File: src/rtl/pc_pkg.sv
// pc_pkg: shared definitions for the fetch-stage program-counter generator.
//   npc_sel_e            next-PC source select (hold / return / redirect / sequential)
//   PC_DEFAULT_RESET_VEC default PC value after reset
//   PC_DEFAULT_INC       default sequential increment
package pc_pkg;

    typedef enum logic [1:0] {
        NPC_HOLD  = 2'd0,
        NPC_RET   = 2'd1,
        NPC_REDIR = 2'd2,
        NPC_SEQ   = 2'd3
    } npc_sel_e;

    localparam int unsigned PC_DEFAULT_RESET_VEC = 0;
    localparam int unsigned PC_DEFAULT_INC       = 2;

endpackage

File: src/rtl/pc_gen_if.sv
// pc_gen_if: request/response bundle between the fetch control logic and pc_gen.
//   stall, redirect, redirect_tgt, call, ret : requests into pc_gen
//   pc_out, pc_plus_inc, ras_empty, ras_full : PC and return-stack status out of pc_gen
// Request semantics: there is no valid/ready pair. Every request input is sampled
// on every falling clock edge and acted on in that same edge; nothing is ever
// back-pressured or queued, so a request held for N edges is acted on N times.
// Modports: master = fetch control (drives requests), slave = pc_gen.
interface pc_gen_if #(
    parameter int unsigned WIDTH = 16
);
    logic             stall;
    logic             redirect;
    logic [WIDTH-1:0] redirect_tgt;
    logic             call;
    logic             ret;
    logic [WIDTH-1:0] pc_out;
    logic [WIDTH-1:0] pc_plus_inc;
    logic             ras_empty;
    logic             ras_full;

    modport master (
        output stall, redirect, redirect_tgt, call, ret,
        input  pc_out, pc_plus_inc, ras_empty, ras_full
    );

    modport slave (
        input  stall, redirect, redirect_tgt, call, ret,
        output pc_out, pc_plus_inc, ras_empty, ras_full
    );
endinterface

File: src/rtl/pc_gen_ras_stack.sv
// ras_stack: return-address stack as a circular buffer with a top pointer and
// an occupancy count. Updates on the falling edge of clk; synchronous active-low reset.
//   clk, rst_n  clock / reset
//   push        write push_data as the new top (overwrites the oldest entry when full)
//   pop         discard the top entry (ignored when empty)
//   push_data   return address to store
//   top         current top entry
//   empty, full occupancy flags derived from the registered count
module ras_stack #(
    parameter int unsigned WIDTH     = 16,
    parameter int unsigned RAS_DEPTH = 4
) (
    input  logic             clk,
    input  logic             rst_n,
    input  logic             push,
    input  logic             pop,
    input  logic [WIDTH-1:0] push_data,
    output logic [WIDTH-1:0] top,
    output logic             empty,
    output logic             full
);
    localparam int unsigned PW = $clog2(RAS_DEPTH);
    localparam int unsigned CW = PW + 1;
    localparam logic [CW-1:0] CNT_FULL = CW'(RAS_DEPTH);

    logic [WIDTH-1:0] mem [RAS_DEPTH];
    logic [PW-1:0]    top_ptr;
    logic [PW-1:0]    push_ptr;
    logic [CW-1:0]    count;

    // The pointer wraps naturally at RAS_DEPTH (power of two), so a push when
    // full lands on the slot holding the oldest entry.
    assign push_ptr = top_ptr + PW'(1);

    always_ff @(negedge clk) begin
        if (!rst_n) begin
            top_ptr <= '0;
            count   <= '0;
            for (int i = 0; i < int'(RAS_DEPTH); i++) begin
                mem[i] <= '0;
            end
        end else if (push) begin
            mem[push_ptr] <= push_data;
            top_ptr       <= push_ptr;
            if (count != CNT_FULL) begin
                count <= count + CW'(1);
            end
        end else if (pop && (count != '0)) begin
            top_ptr <= top_ptr - PW'(1);
            count   <= count - CW'(1);
        end
    end

    assign top   = mem[top_ptr];
    assign empty = (count == '0);
    assign full  = (count == CNT_FULL);
endmodule

File: src/rtl/pc_gen.sv
// pc_gen: fetch-stage program-counter generator. Chooses the next PC from
// hold (stall), return (RAS top or redirect_tgt), redirect, or sequential
// increment, in that priority order, and registers it on the falling edge.
//   clk    clock; all state updates on the falling edge
//   rst_n  synchronous active-low reset
//   bus    pc_gen_if.slave: stall, redirect, redirect_tgt, call, ret in;
//          pc_out, pc_plus_inc, ras_empty, ras_full out
// Build option: define PC_RAS_EN to include the return-address stack. Without
// it, call is ignored, ret redirects to redirect_tgt, ras_empty=1, ras_full=0.
module pc_gen
    import pc_pkg::*;
#(
    parameter int unsigned WIDTH     = 16,
    parameter int unsigned INC       = PC_DEFAULT_INC,
    parameter int unsigned RESET_VEC = PC_DEFAULT_RESET_VEC,
    parameter int unsigned RAS_DEPTH = 4
) (
    input  logic    clk,
    input  logic    rst_n,
    pc_gen_if.slave bus
);
    logic [WIDTH-1:0] pc_q;
    logic [WIDTH-1:0] pc_inc;
    logic [WIDTH-1:0] pc_next;
    npc_sel_e         npc_sel;
    logic [WIDTH-1:0] ras_top;
    logic             ras_empty_w;
    logic             ras_full_w;
    logic             ras_push;
    logic             ras_pop;

    // Truncation to WIDTH gives the required silent wrap.
    assign pc_inc = pc_q + WIDTH'(INC);

    always_comb begin
        npc_sel = NPC_SEQ;
        if (bus.stall) begin
            npc_sel = NPC_HOLD;
        end else if (bus.ret) begin
            npc_sel = NPC_RET;
        end else if (bus.redirect) begin
            npc_sel = NPC_REDIR;
        end
    end

    always_comb begin
        pc_next = pc_inc;
        unique case (npc_sel)
            NPC_HOLD:  pc_next = pc_q;
            // An empty stack (or no stack at all) falls back to the redirect target.
            NPC_RET:   pc_next = ras_empty_w ? bus.redirect_tgt : ras_top;
            NPC_REDIR: pc_next = bus.redirect_tgt;
            NPC_SEQ:   pc_next = pc_inc;
            default:   pc_next = pc_inc;
        endcase
    end

    // A call only counts when it wins the select as a redirect; with stall or
    // ret in the same cycle it is dropped.
    assign ras_push = (npc_sel == NPC_REDIR) && bus.call;
    assign ras_pop  = (npc_sel == NPC_RET) && !ras_empty_w;

    always_ff @(negedge clk) begin
        if (!rst_n) begin
            pc_q <= WIDTH'(RESET_VEC);
        end else begin
            pc_q <= pc_next;
        end
    end

`ifdef PC_RAS_EN
    ras_stack #(
        .WIDTH     (WIDTH),
        .RAS_DEPTH (RAS_DEPTH)
    ) u_ras (
        .clk       (clk),
        .rst_n     (rst_n),
        .push      (ras_push),
        .pop       (ras_pop),
        .push_data (pc_inc),
        .top       (ras_top),
        .empty     (ras_empty_w),
        .full      (ras_full_w)
    );
`else
    logic unused_ras;
    assign ras_top     = '0;
    assign ras_empty_w = 1'b1;
    assign ras_full_w  = 1'b0;
    assign unused_ras  = &{1'b0, ras_push, ras_pop};
`endif

    assign bus.pc_out      = pc_q;
    assign bus.pc_plus_inc = pc_inc;
    assign bus.ras_empty   = ras_empty_w;
    assign bus.ras_full    = ras_full_w;
endmodule
File: src/flat_wrapper.sv
// flat-port wrapper written by rule: the top's interface ports become plain ports
module pc_gen_flat import pc_pkg::*;
#(
    parameter int unsigned WIDTH     = 16,
    parameter int unsigned INC       = PC_DEFAULT_INC,
    parameter int unsigned RESET_VEC = PC_DEFAULT_RESET_VEC,
    parameter int unsigned RAS_DEPTH = 4
)
  (clk, rst_n, bus_stall, bus_redirect, bus_redirect_tgt, bus_call, bus_ret, bus_pc_out, bus_pc_plus_inc, bus_ras_empty, bus_ras_full);
  pc_gen_if #(.WIDTH(WIDTH)) bus_i ();
  input  logic clk;
  input  logic rst_n;
  input wire logic [$bits(bus_i.stall)-1:0] bus_stall;
  input wire logic [$bits(bus_i.redirect)-1:0] bus_redirect;
  input wire logic [$bits(bus_i.redirect_tgt)-1:0] bus_redirect_tgt;
  input wire logic [$bits(bus_i.call)-1:0] bus_call;
  input wire logic [$bits(bus_i.ret)-1:0] bus_ret;
  output wire logic [$bits(bus_i.pc_out)-1:0] bus_pc_out;
  output wire logic [$bits(bus_i.pc_plus_inc)-1:0] bus_pc_plus_inc;
  output wire logic [$bits(bus_i.ras_empty)-1:0] bus_ras_empty;
  output wire logic [$bits(bus_i.ras_full)-1:0] bus_ras_full;
  assign bus_i.stall = bus_stall;
  assign bus_i.redirect = bus_redirect;
  assign bus_i.redirect_tgt = bus_redirect_tgt;
  assign bus_i.call = bus_call;
  assign bus_i.ret = bus_ret;
  assign bus_pc_out = bus_i.pc_out;
  assign bus_pc_plus_inc = bus_i.pc_plus_inc;
  assign bus_ras_empty = bus_i.ras_empty;
  assign bus_ras_full = bus_i.ras_full;
  pc_gen #(.WIDTH(WIDTH), .INC(INC), .RESET_VEC(RESET_VEC), .RAS_DEPTH(RAS_DEPTH)) u_core (.clk(clk), .rst_n(rst_n), .bus(bus_i));
endmodule
File: config.mk
export PLATFORM = sky130hd
export DESIGN_NAME = pc_gen_flat
export DESIGN_NICKNAME = d
export VERILOG_FILES = /design/src/rtl/pc_pkg.sv /design/src/rtl/pc_gen_if.sv /design/src/rtl/pc_gen_ras_stack.sv /design/src/rtl/pc_gen.sv /design/src/flat_wrapper.sv
export SDC_FILE = /design/constraint.sdc
export NUM_CORES = 1
export LEC_CHECK = 0
export CORE_MARGIN = 10
export CORE_UTILIZATION = 35
export CTS_CLUSTER_DIAMETER = 30
export CTS_CLUSTER_SIZE = 16
export DETAILED_ROUTE_END_ITERATION = 10
export GPL_TIMING_DRIVEN = 0
export PLACE_DENSITY = 0.7
export SLEW_MARGIN = 20
export SYNTH_ARGS = -nofsm -noshare
export SYNTH_HDL_FRONTEND = slang
export SYNTH_HIERARCHICAL = 1
export SYNTH_SLANG_ARGS = --single-unit
File: constraint.sdc
create_clock -name clk -period 2.53 [get_ports clk]
set_input_delay 0.506 -clock clk [delete_from_list [all_inputs] [get_ports clk]]
set_output_delay 0.506 -clock clk [all_outputs]
set_load 0.02 [all_outputs]
==> Yosys cells after proc, flatten, opt, wreduce, memory -nomap -nowiden <==
Index checks and enable logic that the tools add are counted.
{ "word_totals": {"out_inout_bits": 34, "word_cells": 11, "inputBits": 22, "reg_bits": 16} }
{ "classes": {"n_eq_ne": 3, "n_reduce_logical": 2, "muxes": 4, "n_addsub": 1} }
{ "ops": {"columns": ["cell", "n"], "rows": [
  ["case mux 16 bit (2 select lines)", 1],
  ["adder 16 x 2 -> 16 bit (second input constant)", 1],
  ["== test 2 bit (second input constant)", 2],
  ["2-to-1 mux 2 bit", 2],
  ["== test 2 x 1 -> 1 bit (second input constant)", 1],
  ["zero test 2 bit", 1],
  ["OR reduction 2 bit", 1],
  ["2-to-1 mux 1 bit", 1]
]} }

==> Depth between registers and ports, before layout <==
Gate-level depths: netlist of the first run.
{ "depth": {"depth_word": 6, "mapped_depth": 9} }

==> results_dict.tcl, run 1 <==
set metrics [dict create \
    synth_edf_count 0 \
    vias 1681 \
    peakVddDrop_uv 246.0 \
    syn_to_final_growth_pct 145.0 \
    syn-instance-count 149 \
    final_layout_size_suffix_gt1_frac 0.6364 \
    fillers 150 \
    post-place-ws_ns -1.376 \
    synth-xor-area-share 0.09459 \
    synthSimpleGateAreaFrac 0.2692 \
    hold_class "reg -> reg" \
    synthAdderAreaFrac 0.03119 \
    start_kind "flop" \
    fin_nets 290 \
    ys_ff_latch 16 \
    grt_pass1_wl_um 8342 \
    htreeDepth 1 \
    fp.dieArea_sq_um 6185 \
    cts.sinks 16 \
    yosys.area.top_type_share 0.2661 \
    cts_tree "built" \
    p_comb_frac 0.431 \
    async_flop_share 0 \
    clkPwrFrac 0.270 \
    finalMaxSlewViolations 0 \
    crit_type "reg -> out" \
    yosys_warnings 6 \
    largest_register_ffs 16 \
    p_leak_uw 0.001314 \
    ys_seq_area_frac 0.2661 \
    clock_path_buffers 2 \
    placement_rows 21 \
    grt_usage 0.1642 \
    maxCapViolCount 0 \
    critPathSlowestCell "dfxtp_4" \
    yosysUniqueCellTypes 46 \
    finalClockSkew_ns 0.03131 \
    coreArea_sq_um 3337 \
    fp.dieH_um 78.65 \
    synthTopCellsByArea "dfxtp_1 (27%), xnor2_1 (7.3%), nand3_1 (3.7%)" \
    cts_buffers 3 \
    muxShareOfSynthArea 0.03430 \
    drtIter0Drc 93 \
    met2_usage 0.2837 \
    multi_input_area_sq_um 1230 \
    synth_fp_nets 174 \
    grt_max_degree 11 \
    switching_share 0.4123 \
    synth_top_cell_by_area "dfxtp_1" \
    p_total_uw 1033 \
    use_met3 0.05923 \
    synth_top_family_by_area "simple AND/OR/NAND/NOR gates" \
    root_buffer "clkbuf_4" \
    insertedDiodeCount 0 \
    avgSynthCellArea_sq_um 8.078 \
    synth_compound_area_frac 0.2037 \
    detailed_place_hpwl_um 3196 \
    rsz0062_at_grt "true" \
    setup_violations 48 \
    cts_hold_buffers 0 \
    hold_viol_final 0 \
    cp_max_fo 5 \
    arrival_ns 3.06 \
    yosys-top-cells-count "dfxtp_1 (16), nand2_1 (11), xnor2_1 (10)" \
    status "finished with violations" \
    die_w_um 78.65 \
    grt_overflow 0 \
    cp-end-kind "output pin" \
    cp_num_buf_inv 1 \
    drc_errors 0 \
    antenna_found_initial 0 \
    synthFlopType "dfxtp_1" \
    clk_pin_slew_ns 0.06 \
    power_density_nw_per_um2 350.3 \
    vias_per_cell 5.423 \
    violations "negative setup slack" \
    avgRoutedWirePerCell_um 19.92 \
    netlist_area_sq_um 1204 \
    routabilityCongestion 0.7932 \
    fin_ws_ns -1.032 \
    dr.pass1.iters 4 \
    port_buffers 52 \
    io-pin-count 56 \
    cpPeakStageDelay_ns 0.37 \
    clk_latency_ns 0.39 \
    grt_pass1_vias 1675 \
    start_util 0.3607 \
    top_usage_layer "met2" \
    p_seq_frac 0.299 \
    required_ns 2.02 \
    crit_chain "ha_4 -> and4_4 -> nand4_1 -> xnor2_2 -> buf_4" \
    p_switching_uw 426.0 \
    ant_nets 0 \
    met1_usage 0.1820 \
    critical-path-top-delay-family "simple AND/OR/NAND/NOR gates" \
    p_int_uw 607.2 \
    routed_wirelength_um 6174 \
    synth.most_common_cell "dfxtp_1" \
    seqCellArea_sq_um 377.9 \
]
## per-stage QoR
stage / std cells / hold slack [ns] / util / TNS, ns / area, sq um
2_1_floorplan: 149 / 0.5465 / - / -11.21 / 1569
3_3_place_gp: 247 / 0.4737 / 0.6434 / -34.30 / 2147
3_5_place_dp: 247 / 0.4906 / 0.6434 / -34.87 / 2147
4_1_cts: 297 / 0.5040 / 0.8136 / -17.46 / 2715
5_1_grt: 310 / 0.5148 / 0.8838 / -20.62 / 2949
6_report: 310 / 0.5034 / 0.8838 / -18.74 / 2949
## cells by family (layout without fill, tap and decap cells)
logic type	after synthesis	in the layout
and+or+nand+nor	57	57
AOI/OAI and AO/OA	35	35
buffers and inverters	19	134
DFF	16	16
xor gates and xnor gates	13	13
muxes	4	4
adders and majority gates	3	3
other	2	2
## power by group through the flow
stage	Clock (uW)	Sequential, uW	Combinational (uW)
floorplan	41.0	340	156
global placement	41.0	321	307
detailed placement	41.0	323	309
CTS	259	315	381
global route	319	311	468
finish	279	309	445
## what timing repair did
item / CTS / global route
gates resized for setup: 260 / 32
buffers inserted: 30 / 15
setup endpoints to repair: 48 / 48
gates cloned: 1 / 0
pin swaps: 34 / 25
## metal layers
layer  share of wire  wire, um
met5               0         0
met1            0.38      2322
met2            0.52      3189
met4           0.024       146
met3           0.083       515
## area by class of cell
cell class / instances / share of cell area
clock inverter: 17 / 0.02206
multi-input combinational: 114 / 0.4171
tap: 46 / 0.01952
sequential: 16 / 0.1281
clock buffer: 3 / 0.007637
inverter: 8 / 0.01952
timing repair buffer: 96 / 0.3318
buffer: 10 / 0.05431
## worst paths after layout
path	cells after the start	from	to	slack [ns]
worst min-delay path	2	u_core/bus.pc_out[0]$_SDFFE_NN0P_	u_core/bus.pc_out[0]$_SDFFE_NN0P_	0.50
worst min register to register	2	u_core/bus.pc_out[0]$_SDFFE_NN0P_	u_core/bus.pc_out[0]$_SDFFE_NN0P_	0.50
worst max register to register	7	u_core/bus.pc_out[2]$_SDFFE_NN0P_	u_core/bus.pc_out[11]$_SDFFE_NN0P_	0.78
worst max-delay path	5	u_core/bus.pc_out[2]$_SDFFE_NN0P_	bus_pc_plus_inc[9]	-1.03
## placed cells by master (no fill, tap or decap), types with 3 or more instances in the layout
| cell | instances |
|---|---|
| a21oi_1 | 6 |
| a22oi_1 | 3 |
| and2_1 | 3 |
| and4_4 | 3 |
| buf_4 | 31 |
| buf_6 | 43 |
| buf_8 | 7 |
| clkbuf_16 | 4 |
| clkbuf_4 | 3 |
| clkdlybuf4s50_1 | 16 |
| dfxtp_4 | 15 |
| ha_4 | 3 |
| inv_1 | 18 |
| inv_2 | 3 |
| mux2i_1 | 3 |
| nand2_1 | 6 |
| nand2_4 | 4 |
| nand3_1 | 3 |
| nand3_4 | 5 |
| nand4_1 | 5 |
| nor2_1 | 5 |
| nor2_4 | 3 |
| xnor2_2 | 4 |
| xnor2_4 | 6 |
## worst reg2reg max path: stages (launching register included)
cell and delay, ns:
dfxtp_4 0.37, ha_4 0.13, and4_4 0.25, buf_4 0.14, nand3_4 0.09, buf_4 0.15
or3_1 0.36, a31oi_1 0.18
(Power assumes the default switching activity.)
==> run 2: changes to the inputs <==
- CORE_MARGIN: 10 -> 8
==> results_dict.tcl, run 2 (synthesis gave the netlist of run 1 again) <==
set metrics [dict create \
    status "finished with violations" \
    violations "negative setup slack" \
    mostFrequentLayoutCell "buf_6" \
    syn_to_final_growth_pct 152.6 \
    stdcell_count 320 \
    arrival_ns 3.08 \
    dr_wl_met3_um 762 \
    cp_max_fo 5 \
    post-place-ws_ns -1.338 \
    start_kind "flop" \
    htreeDepth 1 \
    antenna_found_initial 0 \
    p_leak_uw 0.001372 \
    cp-end-kind "output pin" \
    start_util 0.3636 \
    vias_per_cell 5.859 \
    routed.top_layer "met4" \
    grt_overflow 0 \
    p_total_uw 1096 \
    dr.pass1.iters 5 \
    cts_buffers 3 \
    grt_pass1_wl_um 9018 \
    routabilityCongestion 0.8032 \
    fp.dieArea_sq_um 5572 \
    cts.sinks 16 \
    die_w_um 74.65 \
    hold_class "reg -> reg" \
    wl_met1_um 2864 \
    placement_rows 21 \
    cp_num_buf_inv 1 \
    vias 1875 \
    ant_nets 0 \
    hold_viol_final 0 \
    io-pin-count 56 \
    avgRoutedWirePerCell_um 24.58 \
    cpPeakStageDelay_ns 0.37 \
    peakVddDrop_uv 305.2 \
    crit_chain "ha_4 -> and4_4 -> nand4_1 -> xnor2_2 -> buf_4" \
    critPathSlowestCell "dfxtp_4" \
    crit_type "reg -> out" \
    insertedDiodeCount 0 \
    grt_max_degree 11 \
    required_ns 2.02 \
    fin_ws_ns -1.060 \
    wl_met2_um 3750 \
    detailed_place_hpwl_um 3130 \
    place_inst 247 \
    cts_tree "built" \
    clk_latency_ns 0.41 \
    routed_wirelength_um 7867 \
    finalMaxSlewViolations 0 \
    fin_nets 301 \
    cts_hold_buffers 0 \
    setup_violations 48 \
    finalClockSkew_ns 0.04049 \
    clock_path_buffers 2 \
    largest_register_ffs 16 \
    clk_pin_slew_ns 0.05 \
    power_density_nw_per_um2 360.5 \
    fillers 125 \
    drc_errors 0 \
    maxCapViolCount 0 \
    coreArea_sq_um 3311 \
    rsz0062_at_grt "true" \
    port_buffers 52 \
    critical-path-top-delay-family "simple AND/OR/NAND/NOR gates" \
    final_layout_size_suffix_gt1_frac 0.6679 \
    drtIter0Drc 261 \
    grt_pass1_vias 1793 \
    root_buffer "clkbuf_4" \
    layout.cells.most_common_list "buf_6 (49), buf_4 (36), inv_1 (18)" \
    fp.dieH_um 74.65 \
    grt_usage 0.2112 \
]
[run 2: worst reg2reg max path: cells and delay by family, from the launching register on]
family          cells  cell delay [ns]
simple gates        3             0.69
flops               1             0.37
compound gates      1             0.26
buf+inv             1             0.24
fa+ha+maj           1             0.14
[run 2: report_power, final]
group          leakage [uW]  internal [uW]  switching [uW]
sequential         0.000142            270            44.6
combinational       0.00113            262             222
clock             0.0000990           89.3             208
total               0.00137            621             475
[run 2: path summary, 6_finish.rpt]
path	startpoint	to	slack, ns	depth (start not counted)
min	u_core/bus.pc_out[0]$_SDFFE_NN0P_	u_core/bus.pc_out[0]$_SDFFE_NN0P_	0.51	2
min reg2reg	u_core/bus.pc_out[0]$_SDFFE_NN0P_	u_core/bus.pc_out[0]$_SDFFE_NN0P_	0.51	2
max reg2reg	u_core/bus.pc_out[2]$_SDFFE_NN0P_	u_core/bus.pc_out[15]$_SDFFE_NN0P_	0.70	6
max	u_core/bus.pc_out[2]$_SDFFE_NN0P_	bus_pc_plus_inc[15]	-1.06	5
[run 2: repair_timing]
action | 4_1_cts | 5_1_grt
setup endpoints to repair | 48 | 48
pin swaps | 38 | 27
gates cloned | 1 | 0
buffers inserted | 38 | 20
gates resized for setup | 256 | 40
[run 2: metal layers]
| layer | vias up | track usage |
|---|---|---|
| li1 | 793 | - |
| met1 | 862 | 0.2424 |
| met2 | 166 | 0.3679 |
| met3 | 54 | 0.05326 |
| met4 | 0 | 0.07609 |
| met5 | - | 0 |
[run 2: through the flow]
stage | hold slack [ns] | instance area (sq um) | util | setup TNS, ns
after global placement | 0.4735 | 2147 | 0.6485 | -34.27
after CTS | 0.5154 | 2770 | 0.8367 | -17.62
after global routing | 0.5221 | 3040 | 0.9184 | -22.24
after floorplan | 0.5465 | 1569 | - | -11.21
final | 0.5141 | 3040 | 0.9184 | -21.25
after detailed placement | 0.4886 | 2147 | 0.6485 | -34.93
[run 2: layout make-up]
class                   count  area [sq um]  share of cell area
flip-flops and latches     16         377.9              0.1243
well taps                  46         57.56             0.01893
clock inverters            16         60.06             0.01975
plain buffers              10         160.2             0.05267
inverters                   8         55.05             0.01811
clock buffers               3         22.52            0.007407
repair buffers            107          1087              0.3576
multi-input cells         114          1220              0.4012
